<file path="config.mk">
export PLATFORM = sky130hd
export DESIGN_NAME = logic_unit_arbiter_flat
export DESIGN_NICKNAME = d
export VERILOG_FILES = /design/src/rtl/logic_unit_arbiter_if.sv /design/src/rtl/logic_unit_arbiter.sv /design/src/flat_wrapper.sv
export SDC_FILE = /design/constraint.sdc
export NUM_CORES = 1
export LEC_CHECK = 0
export ABC_AREA = 1
export BUFFER_PORTS_ARGS = -buffer_cell sky130_fd_sc_hd__buf_2
export CELL_PAD_IN_SITES_DETAIL_PLACEMENT = 1
export CELL_PAD_IN_SITES_GLOBAL_PLACEMENT = 2
export CORE_AREA = 2 2 173 175
export CTS_CLUSTER_SIZE = 28
export DETAILED_ROUTE_END_ITERATION = 8
export DIE_AREA = 0 0 175 177
export GPL_TIMING_DRIVEN = 1
export PLACE_DENSITY = 0.83
export SYNTH_ARGS = -nofsm -noshare
export SYNTH_HDL_FRONTEND = slang
export SYNTH_SLANG_ARGS = --single-unit
</file>
<file path="constraint.sdc">
create_clock -name clk_i -period 3.9 [get_ports clk_i]
set_input_delay 0.195 -clock clk_i [delete_from_list [all_inputs] [get_ports clk_i]]
set_output_delay 0.195 -clock clk_i [all_outputs]
set_load 0.02 [all_outputs]
</file>
<file path="src/rtl/logic_unit_arbiter_if.sv">
`default_nettype none
// ============================================================================
// Module      : logic_unit_arbiter_if
// Description : Request/operand/result bundle between four requesters, the
//               logic-unit arbiter, and the downstream result consumer.
// Revision    : 1.0 - initial release
// ============================================================================
interface logic_unit_arbiter_if;
    logic [3:0]   req;   // per-requester request
    logic [7:0]   op;    // op[2i+1:2i] opcode of requester i
    logic [127:0] a;     // a[32i+31:32i] operand A of requester i
    logic [127:0] b;     // b[32i+31:32i] operand B of requester i
    logic         rdy;   // downstream ready
    logic [3:0]   gnt;   // one-hot grant (combinational)
    logic [31:0]  y;     // registered result
    logic [1:0]   id;    // requester that produced y
    logic         vld;   // y/id valid
    logic [15:0]  cnt;   // results delivered

    // Requester/consumer side
    modport master (
        output req, op, a, b, rdy,
        input  gnt, y, id, vld, cnt
    );

    // Arbiter side
    modport slave (
        input  req, op, a, b, rdy,
        output gnt, y, id, vld, cnt
    );
endinterface
`default_nettype wire

</file>
<file path="src/rtl/logic_unit_arbiter.sv">
`default_nettype none
// ============================================================================
// Module      : logic_unit_arbiter
// Description : Round-robin arbiter over four requesters feeding a shared
//               32-bit bitwise logic unit (AND/OR/NOR/INV) with a single-entry
//               registered result stage and a delivered-result counter.
// Revision    : 1.0 - initial release
// ============================================================================
module logic_unit_arbiter (
    input  wire logic           clk_i,
    input  wire logic           rst_ni,   // synchronous, active-low
    logic_unit_arbiter_if.slave bus
);

    localparam logic [1:0] OP_AND = 2'b00;
    localparam logic [1:0] OP_OR  = 2'b01;
    localparam logic [1:0] OP_NOR = 2'b10;
    localparam logic [1:0] OP_INV = 2'b11;

    typedef enum logic [0:0] {
        ST_EMPTY = 1'b0,
        ST_FULL  = 1'b1
    } state_t;

    state_t      state_q;
    logic        vld_q;
    logic [31:0] y_q;
    logic [1:0]  id_q;
    logic [15:0] cnt_q;
    logic [1:0]  ptr_q;

    logic        w_open;
    logic        w_hit;
    logic [1:0]  w_gnt_idx;
    logic        w_grant;
    logic [3:0]  w_gnt;
    logic [1:0]  w_sel_op;
    logic [31:0] w_sel_a;
    logic [31:0] w_sel_b;
    logic [31:0] w_result;
    logic [1:0]  ptr_d;

    // Round-robin search starting at the pointer; grant only when the stage can accept
    always_comb begin
        w_open    = !vld_q || bus.rdy;
        w_hit     = 1'b0;
        w_gnt_idx = ptr_q;
        for (int k = 0; k < 4; k++) begin
            if (!w_hit && bus.req[ptr_q + 2'(k)]) begin
                w_hit     = 1'b1;
                w_gnt_idx = ptr_q + 2'(k);
            end
        end
        // Reset forces the grant low so no requester believes it was served
        w_grant = rst_ni && w_open && w_hit;
        w_gnt   = '0;
        if (w_grant) begin
            w_gnt[w_gnt_idx] = 1'b1;
        end
        ptr_d = w_gnt_idx + 2'd1;
    end

    // Steer the winning requester's opcode and operands into the logic unit
    always_comb begin
        w_sel_op = bus.op[1:0];
        w_sel_a  = bus.a[31:0];
        w_sel_b  = bus.b[31:0];
        case (w_gnt_idx)
            2'd0: begin
                w_sel_op = bus.op[1:0];
                w_sel_a  = bus.a[31:0];
                w_sel_b  = bus.b[31:0];
            end
            2'd1: begin
                w_sel_op = bus.op[3:2];
                w_sel_a  = bus.a[63:32];
                w_sel_b  = bus.b[63:32];
            end
            2'd2: begin
                w_sel_op = bus.op[5:4];
                w_sel_a  = bus.a[95:64];
                w_sel_b  = bus.b[95:64];
            end
            default: begin
                w_sel_op = bus.op[7:6];
                w_sel_a  = bus.a[127:96];
                w_sel_b  = bus.b[127:96];
            end
        endcase
    end

    // Bitwise logic unit; operand B is unused for INV
    always_comb begin
        w_result = '0;
        case (w_sel_op)
            OP_AND:  w_result = w_sel_a & w_sel_b;
            OP_OR:   w_result = w_sel_a | w_sel_b;
            OP_NOR:  w_result = ~(w_sel_a | w_sel_b);
            OP_INV:  w_result = ~w_sel_a;
            default: w_result = '0;
        endcase
    end

    // Result-stage FSM, round-robin pointer and delivery counter
    always_ff @(posedge clk_i) begin
        if (!rst_ni) begin
            state_q <= ST_EMPTY;
            vld_q   <= 1'b0;
            y_q     <= '0;
            id_q    <= '0;
            cnt_q   <= '0;
            ptr_q   <= '0;
        end else begin
            // A result leaves whenever it is valid and the consumer is ready
            if (vld_q && bus.rdy) begin
                cnt_q <= cnt_q + 16'd1;
            end
            case (state_q)
                ST_EMPTY: begin
                    if (w_grant) begin
                        state_q <= ST_FULL;
                        vld_q   <= 1'b1;
                        y_q     <= w_result;
                        id_q    <= w_gnt_idx;
                        ptr_q   <= ptr_d;
                    end
                end
                ST_FULL: begin
                    if (w_grant) begin
                        // Drain and refill in the same cycle: stage stays full
                        state_q <= ST_FULL;
                        vld_q   <= 1'b1;
                        y_q     <= w_result;
                        id_q    <= w_gnt_idx;
                        ptr_q   <= ptr_d;
                    end else if (bus.rdy) begin
                        // Drained with nothing to replace it; Y/ID keep last value
                        state_q <= ST_EMPTY;
                        vld_q   <= 1'b0;
                    end
                end
                default: begin
                    state_q <= ST_EMPTY;
                    vld_q   <= 1'b0;
                end
            endcase
        end
    end

    assign bus.gnt = w_gnt;
    assign bus.y   = y_q;
    assign bus.id  = id_q;
    assign bus.vld = vld_q;
    assign bus.cnt = cnt_q;

endmodule
`default_nettype wire

</file>
<file path="src/flat_wrapper.sv">
// flat-port wrapper written by rule: the top's interface ports become plain ports
module logic_unit_arbiter_flat 
  (clk_i, rst_ni, bus_req, bus_op, bus_a, bus_b, bus_rdy, bus_gnt, bus_y, bus_id, bus_vld, bus_cnt);
  logic_unit_arbiter_if bus_i ();
  input  wire logic clk_i;
  input  wire logic rst_ni;
  input wire logic [$bits(bus_i.req)-1:0] bus_req;
  input wire logic [$bits(bus_i.op)-1:0] bus_op;
  input wire logic [$bits(bus_i.a)-1:0] bus_a;
  input wire logic [$bits(bus_i.b)-1:0] bus_b;
  input wire logic [$bits(bus_i.rdy)-1:0] bus_rdy;
  output wire logic [$bits(bus_i.gnt)-1:0] bus_gnt;
  output wire logic [$bits(bus_i.y)-1:0] bus_y;
  output wire logic [$bits(bus_i.id)-1:0] bus_id;
  output wire logic [$bits(bus_i.vld)-1:0] bus_vld;
  output wire logic [$bits(bus_i.cnt)-1:0] bus_cnt;
  assign bus_i.req = bus_req;
  assign bus_i.op = bus_op;
  assign bus_i.a = bus_a;
  assign bus_i.b = bus_b;
  assign bus_i.rdy = bus_rdy;
  assign bus_gnt = bus_i.gnt;
  assign bus_y = bus_i.y;
  assign bus_id = bus_i.id;
  assign bus_vld = bus_i.vld;
  assign bus_cnt = bus_i.cnt;
  logic_unit_arbiter u_core (.clk_i(clk_i), .rst_ni(rst_ni), .bus(bus_i));
endmodule
</file>
* After elaboration in Yosys (flattened, before gate mapping)
Cells that the tools add are included. Widths: inputs -> output; s select.
Storage, ports and cells: logic and storage cells 77, register bits 54, bits of input ports 271, output and inout bits 55
Operators by class: $add $sub $neg 5, muxes and demuxes 33, $lt $le $gt $ge 6, equality and inequality tests 7, reductions and logical operators 15, bitwise operators 5
Operators by type and width (count):
- $pmux 32 s3 | 2
- $pmux 32 s4 | 1
- $not 32->32 | 2
- $and 32x32->32 | 1
- $mux 32 | 1
- $or 32x32->32 | 1
- $add 16x1->16 const B | 1
- $lt 2x3->1 const B | 5
- $mux 1 | 15
- $mux 2 | 5
- $bmux 1 s2 | 4
- $logic_and 1x1->1 | 7
- $eq 2x2->1 const B | 3
- $pmux 2 s3 | 1
- $add 2x1->2 const B | 2
- $add 2x2->2 const B | 2
- $eq 2x1->1 const B | 2
- $logic_not 1->1 | 4
- $logic_not 2->1 | 2
- $mux 4 | 1
- $pmux 1 s2 | 2
- $ne 3x3->1 const B | 1
- $demux 1 s2 | 1
- $ge 2x1->1 const B | 1
- 4 further kinds | 4

* Logic depth before layout (Yosys ltp)
depth in word-level cells 18, gate-level depth with buffers 27, depth with buffers taken out 24

* Worst setup path before layout
OpenSTA, ideal clock, no wires.
path kind reg2reg, start reg u_core.ptr_q[0], end reg u_core.y_q[12] (netlist: u_core.bus.y[12]), slack 1.209 ns, cell stages (with the launch flop) 24, clock period less this slack 2.691 ns, setup time 0.117 ns, buffers on the path 3, required time 3.783 ns, arrival time 2.573 ns, path through dfxtp_1 > inv_2 > buf_6 > nand2_1 > nand3_1 > nand2_2 > nand3_1 > nand2_1 > inv_1 > nand2_1 > nand2_1 > nand2_1 > inv_1 > ha_1 > inv_2 > nand2_1 > o22ai_2 > buf_4 > clkbuf_1 > nand3_1 > nand2_1 > inv_1 > a21oi_1 > nor2_1
On the way: word-level cells in the longest chain between the ends 18, elaborated cells between the ends (all ways) 41, classes of those cells add/sub: 3; eq/ne: 5; mux: 20; bitwise: 4; reduce/logical: 9
RTL lines:
- from (decl) | RTL line logic_unit_arbiter.sv:30 | logic [1:0] ptr_q;
- from (signal assigned) | RTL line logic_unit_arbiter.sv:125 | ptr_q <= ptr_d;
- from (signal assigned) | RTL line logic_unit_arbiter.sv:135 | ptr_q <= ptr_d;
- parallel branches: the longest is 11 deep, another holds $add 2x1->2
- $mux 2 * | RTL line logic_unit_arbiter.sv:49 | if (!w_hit && bus.req[ptr_q + 2'(k)]) begin
- via u_core.w_gnt_idx[1] | RTL line logic_unit_arbiter.sv:34 | logic [1:0] w_gnt_idx;
- $eq 2x2->1 (tied with other cells) | RTL line logic_unit_arbiter.sv:68 | case (w_gnt_idx)
- $pmux 32 s3 | RTL line logic_unit_arbiter.sv:68
- $or 32x32->32 | RTL line logic_unit_arbiter.sv:97, logic_unit_arbiter.sv:98
- $not 32->32 | RTL line logic_unit_arbiter.sv:98 | OP_NOR: w_result = ~(w_sel_a | w_sel_b);
- $pmux 32 s4 * | RTL line logic_unit_arbiter.sv:95 | case (w_sel_op)
- $mux 32 * | RTL line logic_unit_arbiter.sv:120, logic_unit_arbiter.sv:129
- to (signal assigned) | RTL line logic_unit_arbiter.sv:123 | y_q <= w_result;
- to (signal assigned) | RTL line logic_unit_arbiter.sv:133 | y_q <= w_result;
- to (decl) | RTL line logic_unit_arbiter.sv:27 | logic [31:0] y_q;
Mark *: on every way through the listed nets, which the timed path passes. The select of a mux whose other input is x is not followed. A chain may end at the register's enable or synchronous reset.

* Worst setup path in the final report
start reg u_core.ptr_q[1], end reg u_core.y_q[4] (netlist: u_core.bus.y[4])
Same word-level chain as after synthesis.

==> impl_metrics.env <==
export IMPL_hold_viol_final=0
export IMPL_vias=7820
export IMPL_cts_sinks=54
export IMPL_synth_async_reset_ratio=0
export IMPL_crit_start="u_core.ptr_q[1]"
export IMPL_worstMarginPinSlew_ns=0.811
export IMPL_drt_initial_drc_count=261
export IMPL_synthAdderAreaFrac=0.0130
export IMPL_nNetsFinal=1677
export IMPL_port_buffers=325
export IMPL_min_delay_path_class="input pin to register"
export IMPL_routabilityCongestion=0.855
export IMPL_yosysWarningCount=0
export IMPL_grt_max_degree=65
export IMPL_cp_arrival_ns=3.71
export IMPL_crit_type="register to register"
export IMPL_outcome="complete, no violations"
export IMPL_dieArea_mm2=0.0310
export IMPL_hpwlAfterDp_um=22100
export IMPL_synthMuxAreaShare=0
export IMPL_clk_insertion_delay_late_ns=0.30
export IMPL_mostFrequentLayoutCell="nand2_1"
export IMPL_yosys_area_share_simple=0.541
export IMPL_syn_area_per_cell_um2=5.16
export IMPL_synth_ff_type="dfxtp_1"
export IMPL_ys_seq_area_frac=0.187
export IMPL_relSlewSlack=0.458
export IMPL_clock_path_buffers=2
export IMPL_numCtsBuffers=5
export IMPL_grt_pass1_vias=7856
export IMPL_fin_crit_ns=3.46
export IMPL_worstPathRequired_ns=4.15
export IMPL_tritoncts="done"
export IMPL_drt_pass1_iter_count=4
export IMPL_cts_root_buf="clkbuf_16"
export IMPL_via_per_inst=4.36
export IMPL_synth_compound_area_frac=0.131
export IMPL_crit_path_start_kind="register"
export IMPL_netlist_area_mm2=0.00577
export IMPL_synthCells=1118
export IMPL_drive_gt1_frac=0.288
export IMPL_synth_top_family_by_area="simple AND/OR/NAND/NOR gates"
export IMPL_slew_viol_final=0
export IMPL_crit_fanout=26
export IMPL_synth_fp_nets=1395
export IMPL_fp_dieH_um=177
export IMPL_max_cap_violations=0
export IMPL_r2r_start="u_core.ptr_q[1]"
export IMPL_fin_tns_setup_ns=0
export IMPL_ant_nets=0
export IMPL_finalSetupViolCount=0
export IMPL_cts_max_level=2
export IMPL_synth_edf_count=0
export IMPL_ios=326
export IMPL_syn2layout_area_growth_pct=37.2
export IMPL_finalClockSkew_ns=0.00462
export IMPL_wire_per_inst_um=15.4
export IMPL_hold_ws_ns=0.221
export IMPL_max_clock_freq_mhz=289
export IMPL_antenna_found_initial=6
export IMPL_yosysUniqueCellTypes=35
export IMPL_hold_buffers=0
export IMPL_grt_overflow=0
export IMPL_rsz0062_at_grt="false"
export IMPL_grt_pass1_wl_um=42700
export IMPL_start_util=0.197
export IMPL_clkTransAtPathRegs_ns=0.08
export IMPL_fp_dieW_um=175
export IMPL_coreArea_mm2=0.0292
export IMPL_synth_xor_area_frac=0.00152
export IMPL_min_delay_start="bus_rdy"
export IMPL_post_cts_buffers=0
export IMPL_endpoint_kind="register"
export IMPL_grt_use_total=0.177
export IMPL_drcViolationCount=0
export IMPL_ys_seq_elements=54
export IMPL_drt_wl_total_um=27600
export IMPL_final_cell_mix="614 x nand2_1, 325 x buf_2, 98 x inv_1"
export IMPL_period_share=0.886
export IMPL_rows=63
[synth_stat cells (all sizes together) (6+ instances only)]
master | number | area [µm²]
nor2 | 42 | 189
nand3 | 55 | 288
buf | 49 | 288
o21ai | 31 | 166
inv | 101 | 379
dfxtp | 54 | 1080
or2 | 28 | 175
a21oi | 29 | 149
nand2 | 620 | 2340
ha | 6 | 75.1
o22ai | 63 | 400
clkbuf | 17 | 63.8
[path summary, 6_finish.rpt]
kind | cells after the start | to | slack (ns)
min reg2reg | 2 | u_core.state_q | 0.46
max | 21 | u_core.bus.y[4] | 0.44
min | 4 | u_core.state_q | 0.22
max reg2reg | 21 | u_core.bus.y[4] | 0.44
[final cells by class]
type / count / area (µm²)
Sequential cell: 54 / 1080
Antenna cell: 4 / 10.0
Multi-Input combinational cell: 897 / 3990
Tap cell: 390 / 488
Clock inverter: 1 / 8.76
Inverter: 101 / 384
Clock buffer: 7 / 153
Timing Repair Buffer: 341 / 1810
Fill cell: 3942 / 21300
[kinds of logic after synthesis]
kind of cell | after synthesis
AND/OR/NAND/NOR | 763
AO/OA/AOI/OAI | 127
buffers and inverters | 167
flip-flops | 54
XOR/XNOR | 1
adder cells (fa/ha/maj) | 6
[flip-flops by register name, indices dropped and copies added (netlist names)]
| register | flops |
|---|---|
| u_core.bus.cnt | 16 |
| u_core.ptr_q | 2 |
| u_core.bus.y | 32 |
| u_core.bus.vld | 1 |
| u_core.bus.id | 2 |
| u_core.state_q | 1 |
[layer usage]
| metal | global-route usage | routed length [µm] | vias up |
|---|---|---|---|
| li1 | - | - | 4034 |
| met3 | 0.0372 | 1590 | 29 |
| met4 | 0.0420 | 506 | 4 |
| met1 | 0.211 | 11900 | 3548 |
| met2 | 0.324 | 13600 | 205 |
| met5 | 0 | 27 | - |
[repair_timing]
action | in CTS | in global routing
hold endpoints to repair | 0 | 0
endpoints found under the setup margin | 0 | 4
resized for setup | 0 | 2
[stage by stage]
step / cell area [µm²] / utilization / worst slack (ns) / instances
2_1_floorplan: 5770 / - / 1.21 / 1118
4_1_cts: 7910 / 0.270 / 0.335 / 1791
5_1_grt: 7930 / 0.271 / 0.0540 / 1795
3_5_place_dp: 7740 / 0.265 / 0.350 / 1783
3_3_place_gp: 7740 / 0.265 / 0.502 / 1783
6_report: 7930 / 0.271 / 0.444 / 1795
[critical path, cell delays in order, from the launching register on]
cell,delay [ns]
dfxtp_1,0.51
inv_2,0.13
nand2_1,0.08
nand2_1,0.09
nand2_1,0.07
nand2_1,0.08
nor2_1,0.13
nand4_1,0.12
nand2_1,0.08
nand2_1,0.06
nand2_1,0.13
inv_1,0.10
ha_1,0.28
inv_6,0.25
buf_4,0.30
nand2_1,0.08
o22ai_1,0.46
or2_2,0.21
nand2_1,0.05
inv_1,0.05
a21oi_1,0.05
nor2_1,0.08
Power is left out: the tool's default activity adds up to more than one toggle a clock period on the data nets, which glitch-free logic cannot reach.
